==> src/rtl/uart_rx_pkg.sv <==
// Shared types and helpers for the UART receiver: FSM states and data-length encoding.
package uart_rx_pkg;

  typedef enum logic [2:0] {
    ST_IDLE,
    ST_START,
    ST_DATA,
    ST_PARITY,
    ST_STOP
  } rx_state_e;

  localparam logic [1:0] BITS_5 = 2'b00;
  localparam logic [1:0] BITS_6 = 2'b01;
  localparam logic [1:0] BITS_7 = 2'b10;
  localparam logic [1:0] BITS_8 = 2'b11;

  function automatic logic [3:0] data_len(input logic [1:0] enc);
    case (enc)
      BITS_5:  return 4'd5;
      BITS_6:  return 4'd6;
      BITS_7:  return 4'd7;
      default: return 4'd8;
    endcase
  endfunction

endpackage

==> src/rtl/uart_rx_baud_cnt.sv <==
// Bit-period counter: wraps every cfg_div+1 clocks and flags the mid-bit count.
module uart_rx_baud_cnt (
  input  logic        clk_i,
  input  logic        rst_i,
  input  logic        clr_i,
  input  logic [15:0] div_i,
  output logic        sample_o
);

  logic [15:0] cnt_q;

  // >= rather than == so a divisor lowered while idle cannot strand the count above it
  always_ff @(posedge clk_i) begin
    if (rst_i || clr_i) begin
      cnt_q <= '0;
    end else if (cnt_q >= div_i) begin
      cnt_q <= '0;
    end else begin
      cnt_q <= cnt_q + 16'd1;
    end
  end

  assign sample_o = (cnt_q == (div_i >> 1));

endmodule

==> src/rtl/uart_rx_core.sv <==
// UART receiver core: 5-8 data bits, optional even parity (present when UART_RX_PARITY_EN is defined).
// Output handshake: rx_valid_o holds until a cycle with rx_valid_o=1 and rx_ready_i=1; a newer frame overwrites unread data.
module uart_rx_core #(
  parameter int SYNC_STAGES = 2
) (
  input  logic        clk_i,
  input  logic        rst_i,
  input  logic        rx_i,
  input  logic        cfg_en_i,
  input  logic [15:0] cfg_div_i,
  input  logic        cfg_parity_en_i,
  input  logic [1:0]  cfg_bits_i,
  output logic        busy_o,
  output logic        err_o,
  input  logic        err_clr_i,
  output logic [7:0]  rx_data_o,
  output logic        rx_valid_o,
  input  logic        rx_ready_i
);
  import uart_rx_pkg::*;

  logic [SYNC_STAGES-1:0] sync_q;
  logic                   rx_s, rx_prev_q, fall;
  logic                   sample, adv, cnt_clr, par_en, stop_done, last_bit;
  logic [3:0]             len;
  logic [2:0]             bit_cnt_q;
  logic [7:0]             shift_q;
  rx_state_e              state_q, state_n;

  always_ff @(posedge clk_i) begin
    if (rst_i) begin
      sync_q    <= '1;
      rx_prev_q <= 1'b1;
    end else begin
      sync_q    <= {sync_q[SYNC_STAGES-2:0], rx_i};
      rx_prev_q <= rx_s;
    end
  end

  assign rx_s = sync_q[SYNC_STAGES-1];
  assign fall = rx_prev_q & ~rx_s;

  uart_rx_baud_cnt u_baud (
    .clk_i    (clk_i),
    .rst_i    (rst_i),
    .clr_i    (cnt_clr),
    .div_i    (cfg_div_i),
    .sample_o (sample)
  );

`ifdef UART_RX_PARITY_EN
  assign par_en = cfg_parity_en_i;
`else
  logic unused_cfg;
  assign par_en     = 1'b0;
  assign unused_cfg = cfg_parity_en_i ^ err_clr_i;
`endif

  assign len       = data_len(cfg_bits_i);
  assign last_bit  = ({1'b0, bit_cnt_q} == len - 4'd1);
  assign adv       = sample & cfg_en_i;
  assign stop_done = adv && (state_q == ST_STOP);
  assign busy_o    = (state_q != ST_IDLE);

  always_comb begin
    state_n = state_q;
    cnt_clr = 1'b0;
    case (state_q)
      ST_IDLE: begin
        if (cfg_en_i && fall) begin
          cnt_clr = 1'b1;
          state_n = ST_START;
        end
      end
      ST_START:  if (sample) state_n = rx_s ? ST_IDLE : ST_DATA;
      ST_DATA:   if (sample && last_bit) state_n = par_en ? ST_PARITY : ST_STOP;
      ST_PARITY: if (sample) state_n = ST_STOP;
      ST_STOP:   if (sample) state_n = ST_IDLE;
      default:   state_n = ST_IDLE;
    endcase
    if (!cfg_en_i) state_n = ST_IDLE;
  end

  // Bits land at their own index, so short frames leave the upper bits zero
  always_ff @(posedge clk_i) begin
    if (rst_i) begin
      state_q    <= ST_IDLE;
      bit_cnt_q  <= '0;
      shift_q    <= '0;
      rx_data_o  <= '0;
      rx_valid_o <= 1'b0;
    end else begin
      state_q <= state_n;
      if (cnt_clr) begin
        bit_cnt_q <= '0;
        shift_q   <= '0;
      end
      if (adv && state_q == ST_DATA) begin
        shift_q[bit_cnt_q] <= rx_s;
        bit_cnt_q          <= bit_cnt_q + 3'd1;
      end
      if (rx_valid_o && rx_ready_i) rx_valid_o <= 1'b0;
      if (stop_done) begin
        rx_data_o  <= shift_q;
        rx_valid_o <= 1'b1;
      end
    end
  end

`ifdef UART_RX_PARITY_EN
  logic par_pend_q, err_q;

  // A set on the same cycle as a clear wins
  always_ff @(posedge clk_i) begin
    if (rst_i) begin
      par_pend_q <= 1'b0;
      err_q      <= 1'b0;
    end else begin
      if (cnt_clr) par_pend_q <= 1'b0;
      if (adv && state_q == ST_PARITY) par_pend_q <= rx_s ^ (^shift_q);
      if (err_clr_i) err_q <= 1'b0;
      if (stop_done && par_pend_q) err_q <= 1'b1;
    end
  end

  assign err_o = err_q;
`else
  assign err_o = 1'b0;
`endif

endmodule

==> config.mk <==
export PLATFORM = sky130hd
export DESIGN_NAME = uart_rx_core
export DESIGN_NICKNAME = d
export VERILOG_FILES = /design/src/rtl/uart_rx_pkg.sv /design/src/rtl/uart_rx_baud_cnt.sv /design/src/rtl/uart_rx_core.sv
export SDC_FILE = /design/constraint.sdc
export NUM_CORES = 1
export LEC_CHECK = 0
export ABC_AREA = 1
export BUFFER_PORTS_ARGS = -buffer_cell sky130_fd_sc_hd__buf_2
export CAP_MARGIN = 0
export CORE_MARGIN = 2
export CORE_UTILIZATION = 35
export CTS_CLUSTER_DIAMETER = 120
export DETAILED_ROUTE_END_ITERATION = 10
export MAX_ROUTING_LAYER = met4
export PLACE_DENSITY = 0.52
export SETUP_SLACK_MARGIN = 0.5
export SLEW_MARGIN = 20
export SYNTH_ARGS = -nofsm -noshare
export SYNTH_HDL_FRONTEND = slang
export SYNTH_SLANG_ARGS = --single-unit
export TNS_END_PERCENT = 50
==> constraint.sdc <==
create_clock -name clk_i -period 1.61 [get_ports clk_i]
set_clock_uncertainty 0.1 [all_clocks]
set_input_delay 0 -clock clk_i [delete_from_list [all_inputs] [get_ports clk_i]]
set_output_delay 0 -clock clk_i [all_outputs]
set_load 0.05 [all_outputs]
---- Word level (Yosys, flattened, before mapping) ----
Index checks and enable logic that the tools add are counted.
word-level totals
  register bits after elaboration ......... 42
  input port bits ......................... 25
  word-level logic and storage cells ...... 66
cells by class
  $add $sub $neg .......................... 3
  bitwise operators ....................... 4
  magnitude comparators ................... 3
  reduce and logical (&&, ||, !) cells .... 15
  mux-type cells .......................... 20
  equal/unequal tests ..................... 13
operators with widths
  cell                                                 number
  two-way mux 8 bit                                    3
  two-way mux 3 bit                                    7
  adder 16 x 1 -> 16 bit, second input constant        1
  equality test 16 x 15 -> 1 bit                       1
  >= comparator 16 bit                                 1
  one-hot mux 3 bit (5 select lines)                   1
  one-hot mux 4 bit (3 select lines)                   1
  != test 2 bit, second input constant                 5
  bitwise mux 8 bit                                    1
  equality test 3 x 2 -> 1 bit, second input constant  2
  logical AND 1 bit                                    6
  two-way mux 1 bit                                    5
  AND reduction 5 bit                                  1
  equality test 3 x 4 -> 1 bit                         1
  < comparator 3 x 4 -> 1 bit, second input constant   1
  nonzero test 2 bit                                   2
  OR reduction 2 bit                                   2
  subtractor 4 x 1 -> 4 bit, second input constant     1
  adder 3 x 1 -> 3 bit, second input constant          1
  demux 1 bit (select 3 bit)                           1
  equality test 3 x 1 -> 1 bit, second input constant  1
  equality test 3 bit, second input constant           1
  >= comparator 3 x 1 -> 1 bit, second input constant  1
  zero test 3 bit                                      1
  8 further kinds                                      10

---- Logic depth before layout (Yosys ltp) ----
  word-level depth ........................ 9
  gate-level depth with buffers ........... 13
  depth with buffers taken out ............ 12

---- By module ----
From an unflattened synthesis, not the netlist that was laid out.
second synthesis, totals
  cell total of the unflattened synthesis .. 389
  area total of the unflattened synthesis .. 2613.8 um^2
by module, submodules not included
  module            area an instance (um^2)  sequential area each (um^2)  times used  cells an instance
  uart_rx_baud_cnt  1402.6                   320.3                        1           216
  uart_rx_core      1211.2                   520.5                        1           173

---- Worst setup path after synthesis ----
Ideal clock, no wire load.
  kind .................................... register to register
  start ................................... reg u_baud.cnt_q[0]
  end ..................................... reg u_baud.cnt_q[0]
  arrival ................................. 1.552 ns
  setup slack ............................. -0.106 ns
  period minus slack after synthesis ...... 1.716 ns
  required time ........................... 1.446 ns
  cell stages (with the launch flop) ...... 13
  cells stage by stage .................... dfxtp_1 -> inv_2 -> ha_1 -> o21ai_0 -> a21oi_1 -> o21bai_1 -> nand2_1 -> nand2_1 -> nand2_1 -> nand2_1 -> nand2_1 -> buf_2 -> nor2_1
on the way
  longest elaborated chain between the ends .. 2
  elaborated cells on any way between the ends .. 3
RTL lines
  what                          line                    source
  from (decl)                   uart_rx_baud_cnt.sv:10  logic [15:0] cnt_q;
  from (signal assigned)        uart_rx_baud_cnt.sv:19  cnt_q <= cnt_q + 16'd1;
  >= comparator 16 bit          uart_rx_baud_cnt.sv:16  end else if (cnt_q >= div_i) begin
  OR reduction 2 bit (no line)  --
Parallel ways exist; a longest one is shown, timed or not.
A chain may end at the register's enable or synchronous reset.

---- Worst setup path after layout ----
  start ................................... reg u_baud.cnt_q[8]
  end ..................................... reg shift_q[1]
on the way
  longest elaborated chain between the ends .. 4
RTL lines
  what                             line                    source
  equality test 16 x 15 -> 1 bit   uart_rx_baud_cnt.sv:23  assign sample_o = (cnt_q == (div_i >> 1));
  AND 1 bit                        uart_rx_core.sv:61      assign adv = sample & cfg_en_i;
  logical AND 1 bit                uart_rx_core.sv:98      if (adv && state_q == ST_DATA) begin
  two-way mux 8 bit                uart_rx_core.sv:98
  to (signal, indexed assignment)  uart_rx_core.sv:99      shift_q[bit_cnt_q] <= rx_s;
  to (decl)                        uart_rx_core.sv:27      logic [7:0] shift_q;
No other way between the ends.

==> run_results.csv <==
group,metric,value,unit
run_status,status,"finished, violations left",
run_status,violations,"setup timing",
timing,fin_ws,-0.135,ns
clock_tree,cts_tree,"done",
final_layout,fin_nets,531,
grt,overflow,0,
timing,period_share,1.08,
critical_path,crit_path_start_kind,"register",
die,dieHeight,90.7,um
route,ant_nets,0,
critical_path,cpMostUsedCell,"nand2_1",
logic_synthesis,ys_seq_area_frac,0.320,
logic_synthesis,synth_cell_types,29,
timing,tightest_slew,0.507,ns
final_layout,synthToLayoutAreaGrowth,43.6,%
timing,relSlewSlack,0.661,
timing,period_minus_slack,1.74,ns
power,internal_power,0.00163,W
clock_tree,htree_levels,2,
die,die_area,8220,sq um
placement,gp_congestion,0.875,
timing,setup-violations-final,39,
grt,grt_max_degree,25,
die,die_x,90.7,um
logic_synthesis,synth_edf_count,0,
clock_tree,clock_path_buffers,2,
timing,final_hold_viol_count,0,
power,comb_power_share,0.195,
critical_path,crit_chain,"inv_1 > nand2_1 > nand2_1 > nor2_2 > nand2_1 > nor2_2 > nand2_2 > nor2_4 > buf_12 > nand2_8 > nand2_1 > a21oi_2",
power,p_leak,1.72,nW
critical_path,path_class,"reg2reg",
logic_synthesis,synthesis.nets,447,
critical_path,worstPathMaxFanout,11,
logic_synthesis,synth_top_area_share,0.320,
critical_path,slowest_stage,"dfxtp_2",
clock_tree,clk_pin_slew,0.08,ns
logic_synthesis,syn_avg_cell_area,6.51,sq um
power,switching_share,0.288,
route,viasPerCell,4.44,
power,switching_power,0.000659,W
power,p_per_area,607,nW/um^2
final_layout,layout-drive-gt1-share,0.366,
power,ir_drop,0.257,mV
timing,rsz0062_at_grt,"true",
placement,portBuffers,32,
die,start_util,0.362,
logic_synthesis,netlist_area,2630,sq um
critical_path,crit_path_max_incr_delay,0.34,ns
logic_synthesis,ys_top_cells_by_count,"nand2_1, inv_1, dfxtp_1, nor2_1, nand3_1",
critical_path,cp.required,1.69,ns
clock_tree,cts-root-buf,"clkbuf_8",
critical_path,cp_num_buf_inv,2,
critical_path,arrival,1.82,ns
logic_synthesis,synthTopCellsByArea,"dfxtp_1, nand2_1, ha_1",
logic_synthesis,ys_seq_elements,42,
route,drc,0,
grt,grt_use_total,0.167,
min_path,hold_class,"in2reg",
timing,max_freq,573,MHz
power,totalPowerFinal,0.00229,W
clock_tree,cts.sinks,42,
route,routedWlPerCell,10.9,um
grt,grt_pass1_wl,11200,um
clock_tree,clk_latency,0.30,ns
grt,antenna_found_initial,0,
die,fp-row-count,31,
timing,timing.hold.ws,0.0449,ns
grt,grt_pass1_vias,2485,
timing,slew_violations,0,
route,drt_pass1_iterations,4,
logic_synthesis,yosysMostFrequentCell,"nand2_1",
clock_tree,cts-buffers-inserted,5,
final_layout,diodes,0,
placement,place_ws,-0.165,ns
placement,hpwl,4480,um
route,vias,2610,
logic_synthesis,ys.flop_type,"dfxtp_1",
critical_path,cp_top_family,"simple AND/OR/NAND/NOR gates",
power,power.share.clock,0.340,
die,core_area,7250,sq um
route,routed_wl,6410,um
logic_synthesis,yosys_warnings,0,
route,drt_iter0_markers,75,
power,pwr-share-seq,0.464,
logic_synthesis,synth_largest_area_cell,"dfxtp_1",
logic_synthesis,synthArstFlopShare,0,
job,drv_cap,0,
critical_path,cp-end-kind,"register",
die,io_pins,36,
timing,finalSetupTns,-3.35,ns
logic_synthesis,syn_inst,404,
-- metrics by stage --
step | cells | utilization | cell area [sq um]
5_1_grt | 588 | 0.520 | 3770
4_1_cts | 586 | 0.501 | 3640
3_3_place_gp | 566 | 0.446 | 3230
2_1_floorplan | 404 | - | 2700
3_5_place_dp | 566 | 0.446 | 3230
6_report | 588 | 0.520 | 3770
-- per-layer routing --
metal | wire, um | track usage | share of wire
met5 | 0 | - | 0
met4 | 72 | 0.0410 | 0.011
met3 | 148 | 0.0259 | 0.023
met2 | 3070 | 0.277 | 0.48
met1 | 3120 | 0.214 | 0.49
-- final timing paths --
check                       start         end  slack (ns)  depth (start not counted)
setup / recovery  u_baud.cnt_q[8]  shift_q[1]       -0.13                         12
hold / removal           cfg_en_i  state_q[2]        0.04                          5
setup reg to reg  u_baud.cnt_q[8]  shift_q[1]       -0.13                         12
hold reg to reg         sync_q[0]   sync_q[1]        0.31                          1
-- state kept, by name, indices dropped and copies added, names as in the netlist --
register / count
rx_valid_o: 1
state_q: 3
shift_q: 8
rx_prev_q: 1
bit_cnt_q: 3
rx_data_o: 8
sync_q: 2
u_baud.cnt_q: 16
-- tightest hold or removal path: cells and delay by family --
family / cells / cell delay (ns)
and+or+nand+nor: 3 / 0.18
buffers and inverters: 2 / 0.22
-- power by group through the flow --
stage | clock network, W | registers [W] | logic [W]
global route | 0.000850 | 0.00107 | 0.000499
CTS | 0.000809 | 0.00107 | 0.000429
detailed placement | 0 | 0.00109 | 0.000365
global placement | 0 | 0.00109 | 0.000366
finish | 0.000780 | 0.00106 | 0.000447
floorplan | 0 | 0.00110 | 0.000235
-- cell usage in the layout, fill, tap and decap left out, types with 3 or more instances in the layout --
cell type	count
buf_6	3
o21ai_0	9
dfxtp_2	9
xor2_1	15
buf_2	31
dfxtp_1	27
nor2_2	16
buf_4	46
inv_2	9
a21oi_2	6
nand4_1	3
clkbuf_8	5
nand2_1	102
dfxtp_4	6
nand2_2	14
ha_4	3
ha_1	15
nand3_1	24
a21oi_1	25
nand3_2	8
inv_1	51
nor2_1	27
-- what timing repair did --
action	in CTS	in global routing
hold buffers	2	0
gates cloned	2	1
setup endpoints to repair	40	40
resized for setup	42	31
endpoints found under the hold margin	2	0
buffers inserted	8	1
pin swaps	35	16
-- cell families (layout without fill, tap and decap cells) --
| kind of cell | Yosys count | count (layout) | synth area share |
|---|---|---|---|
| AOI/OAI and AO/OA | 45 | 45 | 0.0904 |
| xor gates and xnor gates | 16 | 16 | 0.0533 |
| adders and majority gates | 18 | 18 | 0.0857 |
| buffers and inverters | 72 | 156 | 0.111 |
| DFF | 42 | 42 | 0.320 |
| other | 1 | 1 | 0.00143 |
| and+or+nand+nor | 210 | 211 | 0.338 |
-- area by class of cell --
cell class | count | area [sq um]
clock buffer | 8 | 101
fill | 751 | 3480
inverter | 60 | 225
multi-input combinational | 291 | 1770
sequential | 42 | 875
tap | 99 | 124
timing repair buffer | 88 | 677
Power figures use the tool's default switching activity.
